===== config.mk =====
export PLATFORM = sky130hd
export DESIGN_NAME = instr_fetch_seq
export DESIGN_NICKNAME = d
export VERILOG_FILES = /design/src/rtl/instr_fetch_seq.sv
export SDC_FILE = /design/constraint.sdc
export NUM_CORES = 1
export LEC_CHECK = 0
export BUFFER_PORTS_ARGS = -buffer_cell sky130_fd_sc_hd__buf_2
export CORE_AREA = 2 2 187 189
export DETAILED_ROUTE_END_ITERATION = 12
export DIE_AREA = 0 0 189 191
export PLACE_DENSITY = 0.74
export SLEW_MARGIN = 20
export SYNTH_ARGS = -nofsm -noshare
export SYNTH_HDL_FRONTEND = slang
export SYNTH_SLANG_ARGS = --single-unit

===== constraint.sdc =====
create_clock -name clk -period 8.38 [get_ports clk]
set_clock_uncertainty 0.15 [all_clocks]
set_input_delay 0.838 -clock clk [delete_from_list [all_inputs] [get_ports clk]]
set_output_delay 0.838 -clock clk [all_outputs]
set_load 0.03 [all_outputs]

===== src/rtl/instr_fetch_seq.sv =====
// rtl/instr_fetch_seq.sv - multi-cycle byte-serial Y86-64 instruction fetcher
`ifndef DATA_WID
`define DATA_WID 64
`endif

module instr_fetch_seq #(
  parameter int ADDR_WID = 64
) (
  input  logic                 clk,
  input  logic                 rst,
  input  logic                 pc_valid,
  input  logic [ADDR_WID-1:0]  pc_in,
  output logic                 pc_ready,
  output logic                 mem_req,
  output logic [ADDR_WID-1:0]  mem_addr,
  input  logic                 mem_ack,
  input  logic [7:0]           mem_rdata,
  output logic                 out_valid,
  input  logic                 out_ready,
  output logic [3:0]           icode,
  output logic [3:0]           ifun,
  output logic [3:0]           rA,
  output logic [3:0]           rB,
  output logic [`DATA_WID-1:0] valC,
  output logic [ADDR_WID-1:0]  valP,
  output logic                 instr_err
);

  typedef enum logic [1:0] {
    S_IDLE  = 2'd0,
    S_FETCH = 2'd1,
    S_DONE  = 2'd2
  } state_t;

  localparam logic [3:0] IC_HALT = 4'h0;
  localparam logic [3:0] NO_REG  = 4'hF;

  // Instruction length in bytes, shared with the PC incrementer's table.
  function automatic logic [3:0] f_len(input logic [3:0] ic);
    case (ic)
      4'h0, 4'h1, 4'h9:       f_len = 4'd1;
      4'h2, 4'h6, 4'hA, 4'hB: f_len = 4'd2;
      4'h7, 4'h8:             f_len = 4'd9;
      4'h3, 4'h4, 4'h5:       f_len = 4'd10;
      default:                f_len = 4'd1;
    endcase
  endfunction

  state_t                r_state;
  logic                  r_pc_ready;
  logic                  r_mem_req;
  logic [ADDR_WID-1:0]   r_mem_addr;
  logic                  r_out_valid;
  logic [ADDR_WID-1:0]   r_pc;
  logic [3:0]            r_k;
  logic [3:0]            r_len;
  logic [3:0]            r_icode;
  logic [3:0]            r_ifun;
  logic [3:0]            r_ra;
  logic [3:0]            r_rb;
  logic [`DATA_WID-1:0]  r_valc;
  logic [ADDR_WID-1:0]   r_valp;
  logic                  r_instr_err;

  logic [3:0]            w_len_b0;
  logic [3:0]            w_len;
  logic                  w_last;
  logic                  w_regs_byte;
  logic                  w_c_byte;
  logic [3:0]            w_c_base;
  logic [2:0]            w_c_idx;
  logic [ADDR_WID-1:0]   w_next_addr;
  logic [ADDR_WID-1:0]   w_valp;

  // Byte 0 defines the length; later bytes use the latched length.
  assign w_len_b0    = f_len(mem_rdata[7:4]);
  assign w_len       = (r_k == 4'd0) ? w_len_b0 : r_len;
  assign w_last      = ((r_k + 4'd1) == w_len);
  assign w_regs_byte = (r_k == 4'd1) && ((r_len == 4'd2) || (r_len == 4'd10));
  assign w_c_byte    = ((r_len == 4'd10) && (r_k >= 4'd2)) ||
                       ((r_len == 4'd9)  && (r_k >= 4'd1));
  assign w_c_base    = (r_len == 4'd10) ? 4'd2 : 4'd1;
  assign w_c_idx     = 3'(r_k - w_c_base);
  assign w_next_addr = r_pc + ADDR_WID'(r_k + 4'd1);
  // HALT and invalid opcodes keep the PC where it is.
  assign w_valp      = ((r_icode == IC_HALT) || r_instr_err) ? r_pc
                                                            : r_pc + ADDR_WID'(r_len);

  assign pc_ready  = r_pc_ready;
  assign mem_req   = r_mem_req;
  assign mem_addr  = r_mem_addr;
  assign out_valid = r_out_valid;
  assign icode     = r_icode;
  assign ifun      = r_ifun;
  assign rA        = r_ra;
  assign rB        = r_rb;
  assign valC      = r_valc;
  assign valP      = r_valp;
  assign instr_err = r_instr_err;

  // Fetch FSM: accept PC, read bytes one per ack, present fields until consumed.
  always_ff @(posedge clk or posedge rst) begin
    if (rst) begin
      r_state     <= S_IDLE;
      r_pc_ready  <= 1'b1;
      r_mem_req   <= 1'b0;
      r_mem_addr  <= '0;
      r_out_valid <= 1'b0;
      r_pc        <= '0;
      r_k         <= 4'd0;
      r_len       <= 4'd0;
      r_icode     <= 4'h0;
      r_ifun      <= 4'h0;
      r_ra        <= NO_REG;
      r_rb        <= NO_REG;
      r_valc      <= '0;
      r_valp      <= '0;
      r_instr_err <= 1'b0;
    end else begin
      case (r_state)
        S_IDLE: begin
          if (pc_valid && r_pc_ready) begin
            r_pc        <= pc_in;
            r_mem_addr  <= pc_in;
            r_mem_req   <= 1'b1;
            r_pc_ready  <= 1'b0;
            r_k         <= 4'd0;
            r_len       <= 4'd0;
            r_icode     <= 4'h0;
            r_ifun      <= 4'h0;
            r_ra        <= NO_REG;
            r_rb        <= NO_REG;
            r_valc      <= '0;
            r_valp      <= '0;
            r_instr_err <= 1'b0;
            r_state     <= S_FETCH;
          end
        end
        S_FETCH: begin
          if (!r_mem_req) begin
            // All bytes in: one settle cycle to form valP, then present.
            r_valp      <= w_valp;
            r_out_valid <= 1'b1;
            r_state     <= S_DONE;
          end else if (mem_ack) begin
            r_k <= r_k + 4'd1;
            if (r_k == 4'd0) begin
              r_icode     <= mem_rdata[7:4];
              r_ifun      <= mem_rdata[3:0];
              r_len       <= w_len_b0;
              r_instr_err <= (mem_rdata[7:4] > 4'hB);
            end else if (w_regs_byte) begin
              r_ra <= mem_rdata[7:4];
              r_rb <= mem_rdata[3:0];
            end else if (w_c_byte) begin
              r_valc[8*w_c_idx +: 8] <= mem_rdata;
            end
            if (w_last) begin
              r_mem_req <= 1'b0;
            end else begin
              r_mem_addr <= w_next_addr;
            end
          end
        end
        S_DONE: begin
          if (out_ready) begin
            r_out_valid <= 1'b0;
            r_pc_ready  <= 1'b1;
            r_state     <= S_IDLE;
          end
        end
        default: begin
          r_state <= S_IDLE;
        end
      endcase
    end
  end

endmodule


==> results by stage <==
Outcome:
- The run finished with clean final reports.

Synthesis:
- The number of synthesized flops with an enable pin is 0.
- In the synthesized netlist the dominant register cell turns out to be sky130_fd_sc_hd__dfrtp_1.
- The netlist area before placement is 0.01512 mm^2.
- The post-synthesis cell type count is 66.
- The total nets after synthesis is about 1600.
- The dominant cell type by area after synthesis is sky130_fd_sc_hd__dfrtp_1.
- The sequential cell area fraction in the yosys report is 47.42%.
- During synthesis, Yosys emitted a total of 0 warnings.
- For this run, asynchronously set or reset flops after synthesis account for 100.0%.
- The area share of the largest cell type after synthesis is 45.86%.
- The commonest cells after synthesis are sky130_fd_sc_hd__dfrtp_1 (277), sky130_fd_sc_hd__nand2_1 (179), sky130_fd_sc_hd__o21ai_0 (116), sky130_fd_sc_hd__nor2_1 (95), sky130_fd_sc_hd__clkbuf_1 (75).
- The most common cell in the synthesized netlist is sky130_fd_sc_hd__dfrtp_1.
- Counting flops and latches in the post-synthesis netlist gives 286.
- The cell count after synthesis came out at 1494.
- Sorting the synthesized cells by area gives the leading types as sky130_fd_sc_hd__dfrtp_1 (46%), sky130_fd_sc_hd__mux2_4 (5.9%), sky130_fd_sc_hd__nand2_1 (4.4%).
- Averaged over all synthesized cells, the footprint is about 10 um^2.

Worst setup path:
- The data arrival time at the worst-slack endpoint is 4350 ps.
- The maximum fanout along the worst path is 43.
- The nature of the critical path endpoint is a flip-flop.
- Walking the worst path, the cells encountered are inv_1 > ha_1 > nor3b_1 > o41ai_1 > o22ai_1 > xnor2_1 > a31o_4 > buf_4 > mux2_1.
- The type of the worst setup path is flip-flop to flip-flop.
- The startpoint of the worst register-to-register path is r_k[0].
- In this design, the stage delay of the slowest critical-path cell is roughly 740 ps.
- For the worst flop-to-flop path, the logic depth is 9.
- The library cell contributing the largest single delay on the critical path is sky130_fd_sc_hd__buf_4.
- The reg-to-reg setup timing slack is 4270 ps.
- The worst register-to-register path ends at mem_addr[61].
- Data on the critical path is required at its endpoint by 8620 ps.
- The nature of the critical path startpoint is a flip-flop.

Layout:
- The final layout contains around 1800 nets.
- The fraction of final layout cells sized beyond drive strength 1 is 28.92%.
- The finished layout holds 2201 standard cells, fillers aside.
- The area growth from synthesis to layout is 18.76%.

Route:
- For this block, the routed nets add up to between 40 and 50 mm of wire.
- The routed length per placed instance is 21.52 um.
- The average vias per placed instance is ~5.8.
- The number of DRC violations after detailed routing is 0.
- The remaining number of nets flagged by the antenna check after routing is 0.
- The pre-antenna-repair detailed-routing pass consisted of 7 iterations.
- The total number of vias is 12850.
- The initial DRC count is 987.

Timing:
- The post-route setup TNS is 0 ps.
- The count of endpoints failing setup in the final report is 0.
- Setup repair after global routing left no endpoint under its margin.
- At the pin with the least slew margin, the transition time is 1094 ps.
- Measured against its own limit, the worst slew margin works out to 27.02%.
- The ratio of final minimum period to clock period is 49.04%.
- Static timing analysis puts the maximum clock frequency at 0.2433 GHz.
- The number of max-slew violations in the final report is 0.
- The final critical delay including setup and external delays is 4110 ps.
- The number of endpoints with negative hold slack in the final report is 0.
- The setup slack of the critical path after layout is 4270 ps.

Clock network:
- The cell at the root of the clock tree is sky130_fd_sc_hd__clkbuf_16.
- The CTS tree is built.
- Counting the buffers created by CTS gives 34.
- The TritonCTS sink count is 286.
- Once the clock tree was built, the setup fixing pass inserted 0 buffers.
- The depth of the CTS H-tree is 2.
- The buffer depth of the longest clock path is 3.
- After clock tree synthesis, the clock-pin slew on the worst setup and hold paths is 60 ps.
- The quantity of gates resized following cts is 0.
- The clock latency reported for the late side of the worst-skew pair is 510 ps.
- The number of buffers added to fix hold violations after cts is 0.

Floorplan:
- The die height is 191 um.
- The row count is slightly below 70.
- The initial cell density of the core is 44.30%.
- The die is ~190 um wide.
- The boundary pin count is 289.
- The die covers between 0.03 and 0.04 mm^2.
- The area of the core is 0.03412 mm^2.

Global route:
- The number of antenna violations at the first check in global routing is 5.
- The maximum number of pins on one net before global-route repair is 187.
- The via count of the first global-routing pass came to 12490.
- The overall routing resource usage is 25.60%.
- The first global-routing pass estimated 72.21 mm of wire.
- The aggregate global routing overflow is 0.

Worst hold path:
- The worst hold path belongs to the class input port to async pin.

Placement:
- Once detailed placement completed, the half-perimeter wirelength came to 33.63 mm.
- The number of buffer cells added on primary ports is 288.
- Timing analysis after detailed placement gives a worst setup slack of 4309 ps.
- Once placement completed, the tool counted placed cells totaling 2137.
- At the end of routability-driven placement, the weighted congestion stood at 0.9120.

Power:
- The combinational group share of total power is slightly below 40%.
- The proportion of power drawn by flip-flops and latches is about 38%.
- The worst ir drop on vdd is 0.0002407 V.
- For this design the total switching power over the nets is about 2800 uW.
- The static leakage power is 0.008239 uW.
- The cell area power density is 361.9 mW/mm^2.
- The internal power of the cells totals 3731 uW.
- Net switching is 42.56% of the power.
- The clock network fraction of total power is 23.4%.

Job:
- The tool flagged a number of max-cap violations equal to 0.
layout by cell type, fill, tap and decap left out, types with 5 or more instances in the layout:
| cell | n |
|---|---|
| sky130_fd_sc_hd__xor2_1 | 35 |
| sky130_fd_sc_hd__clkinv_2 | 10 |
| sky130_fd_sc_hd__or4_1 | 13 |
| sky130_fd_sc_hd__mux2_4 | 59 |
| sky130_fd_sc_hd__o21ai_1 | 26 |
| sky130_fd_sc_hd__nand2_1 | 178 |
| sky130_fd_sc_hd__buf_4 | 11 |
| sky130_fd_sc_hd__xnor2_1 | 67 |
| sky130_fd_sc_hd__a22o_1 | 47 |
| sky130_fd_sc_hd__nand3_1 | 42 |
| sky130_fd_sc_hd__clkbuf_16 | 37 |
| sky130_fd_sc_hd__and4_1 | 7 |
| sky130_fd_sc_hd__and2_1 | 16 |
| sky130_fd_sc_hd__nor2_1 | 94 |
| sky130_fd_sc_hd__dfstp_2 | 9 |
| sky130_fd_sc_hd__a31oi_1 | 19 |
| sky130_fd_sc_hd__nand4_1 | 40 |
| sky130_fd_sc_hd__dfrtp_1 | 277 |
| sky130_fd_sc_hd__nor3_1 | 36 |
| sky130_fd_sc_hd__nand2b_1 | 9 |
| sky130_fd_sc_hd__mux2_2 | 59 |
| sky130_fd_sc_hd__o21ai_0 | 115 |
| sky130_fd_sc_hd__a21oi_1 | 29 |
| sky130_fd_sc_hd__buf_2 | 288 |
| sky130_fd_sc_hd__o2bb2ai_1 | 16 |
| sky130_fd_sc_hd__ha_1 | 16 |
| sky130_fd_sc_hd__nor2b_1 | 8 |
| sky130_fd_sc_hd__mux2i_1 | 7 |
| sky130_fd_sc_hd__o211ai_1 | 9 |
| sky130_fd_sc_hd__mux2_1 | 8 |
| sky130_fd_sc_hd__and3_1 | 7 |
| sky130_fd_sc_hd__or3_1 | 20 |
| sky130_fd_sc_hd__nor4_1 | 21 |
| sky130_fd_sc_hd__inv_1 | 17 |
| sky130_fd_sc_hd__a21o_1 | 5 |
| sky130_fd_sc_hd__o31ai_1 | 8 |
cell type report:
| cell class | instances | area, um^2 |
|---|---|---|
| timing repair buffer | 301 | 1572 |
| clock buffer | 40 | 947.2 |
| tap | 455 | 569.3 |
| multi-input combinational | 1078 | 7417 |
| inverter | 18 | 71.32 |
| clock inverter | 20 | 198.9 |
| antenna | 3 | 7.507 |
| sequential | 286 | 7168 |
| fill | 3051 | 16170 |
critical path, delay by kind of cell, from the launching register on:
family	cells	cell delay [ps]
AO/OA/AOI/OAI	3	920
XOR/XNOR	1	200
AND/OR/NAND/NOR	1	610
buffers and inverters	2	990
adder cells (fa/ha/maj)	1	230
flip-flops	1	460
multiplexers	1	380
layer usage:
| layer | up-vias | GRT usage [%] | wire length (um) |
|---|---|---|---|
| li1 | 5790 | - | - |
| met1 | 6281 | 33.46 | 19350 |
| met2 | 646 | 41.11 | 22110 |
| met3 | 133 | 5.801 | 4105 |
| met4 | 4 | 10.58 | 1789 |
| met5 | - | 0 | 19 |
flip-flops by register name (all words and copies together) (netlist names):
signal and flops:
r_len 4, pc_ready 1, rA 4, ifun 4, r_k 4, mem_req 1, rB 4, r_state 2
mem_addr 64, valP 64, r_pc 64, out_valid 1, icode 4, valC 64, instr_err 1
cell families after synthesis:
| family | Yosys count | share of synthesized area, % |
|---|---|---|
| and+or+nand+nor | 518 | 16.80 |
| AOI/OAI and AO/OA | 306 | 13.02 |
| DFF | 286 | 47.42 |
| muxes | 133 | 11.32 |
| buffers and inverters | 130 | 3.808 |
| xor gates and xnor gates | 102 | 5.910 |
| adders and majority gates | 19 | 1.722 |
power by group through the flow:
stage	sequential (uW)	combinational [uW]	clock [uW]
3_3_place_gp	2420	2480	0
3_5_place_dp	2450	2520	0
4_1_cts	2430	2540	1540
2_1_floorplan	2830	1370	0
5_1_grt	2510	2720	1610
6_report	2450	2530	1520
per-stage QoR:
step                      util, %  instance area, um^2  power, uW  hold slack (ps)
final                       52.61                17950       6496            242.4
after detailed placement    49.13                16760       4965            317.0
after global placement      49.13                16760       4903            308.8
after floorplan                 -                15120       4200            347.7
after CTS                   52.49                17910       6505            246.8
after global routing        52.61                17950       6840            267.8
worst max-delay path by stage:
| stage | start | end | depth (start not counted) |
|---|---|---|---|
| global placement | r_k[0] | mem_addr[61] | 9 |
| floorplan | rst | icode[0] | 1 |
| detailed placement | r_k[0] | mem_addr[61] | 9 |
| CTS | r_k[0] | mem_addr[61] | 9 |
| finish | r_k[0] | mem_addr[61] | 9 |
| global route | r_k[0] | mem_addr[61] | 9 |
No activity file was read; power rests on OpenSTA's default activity.
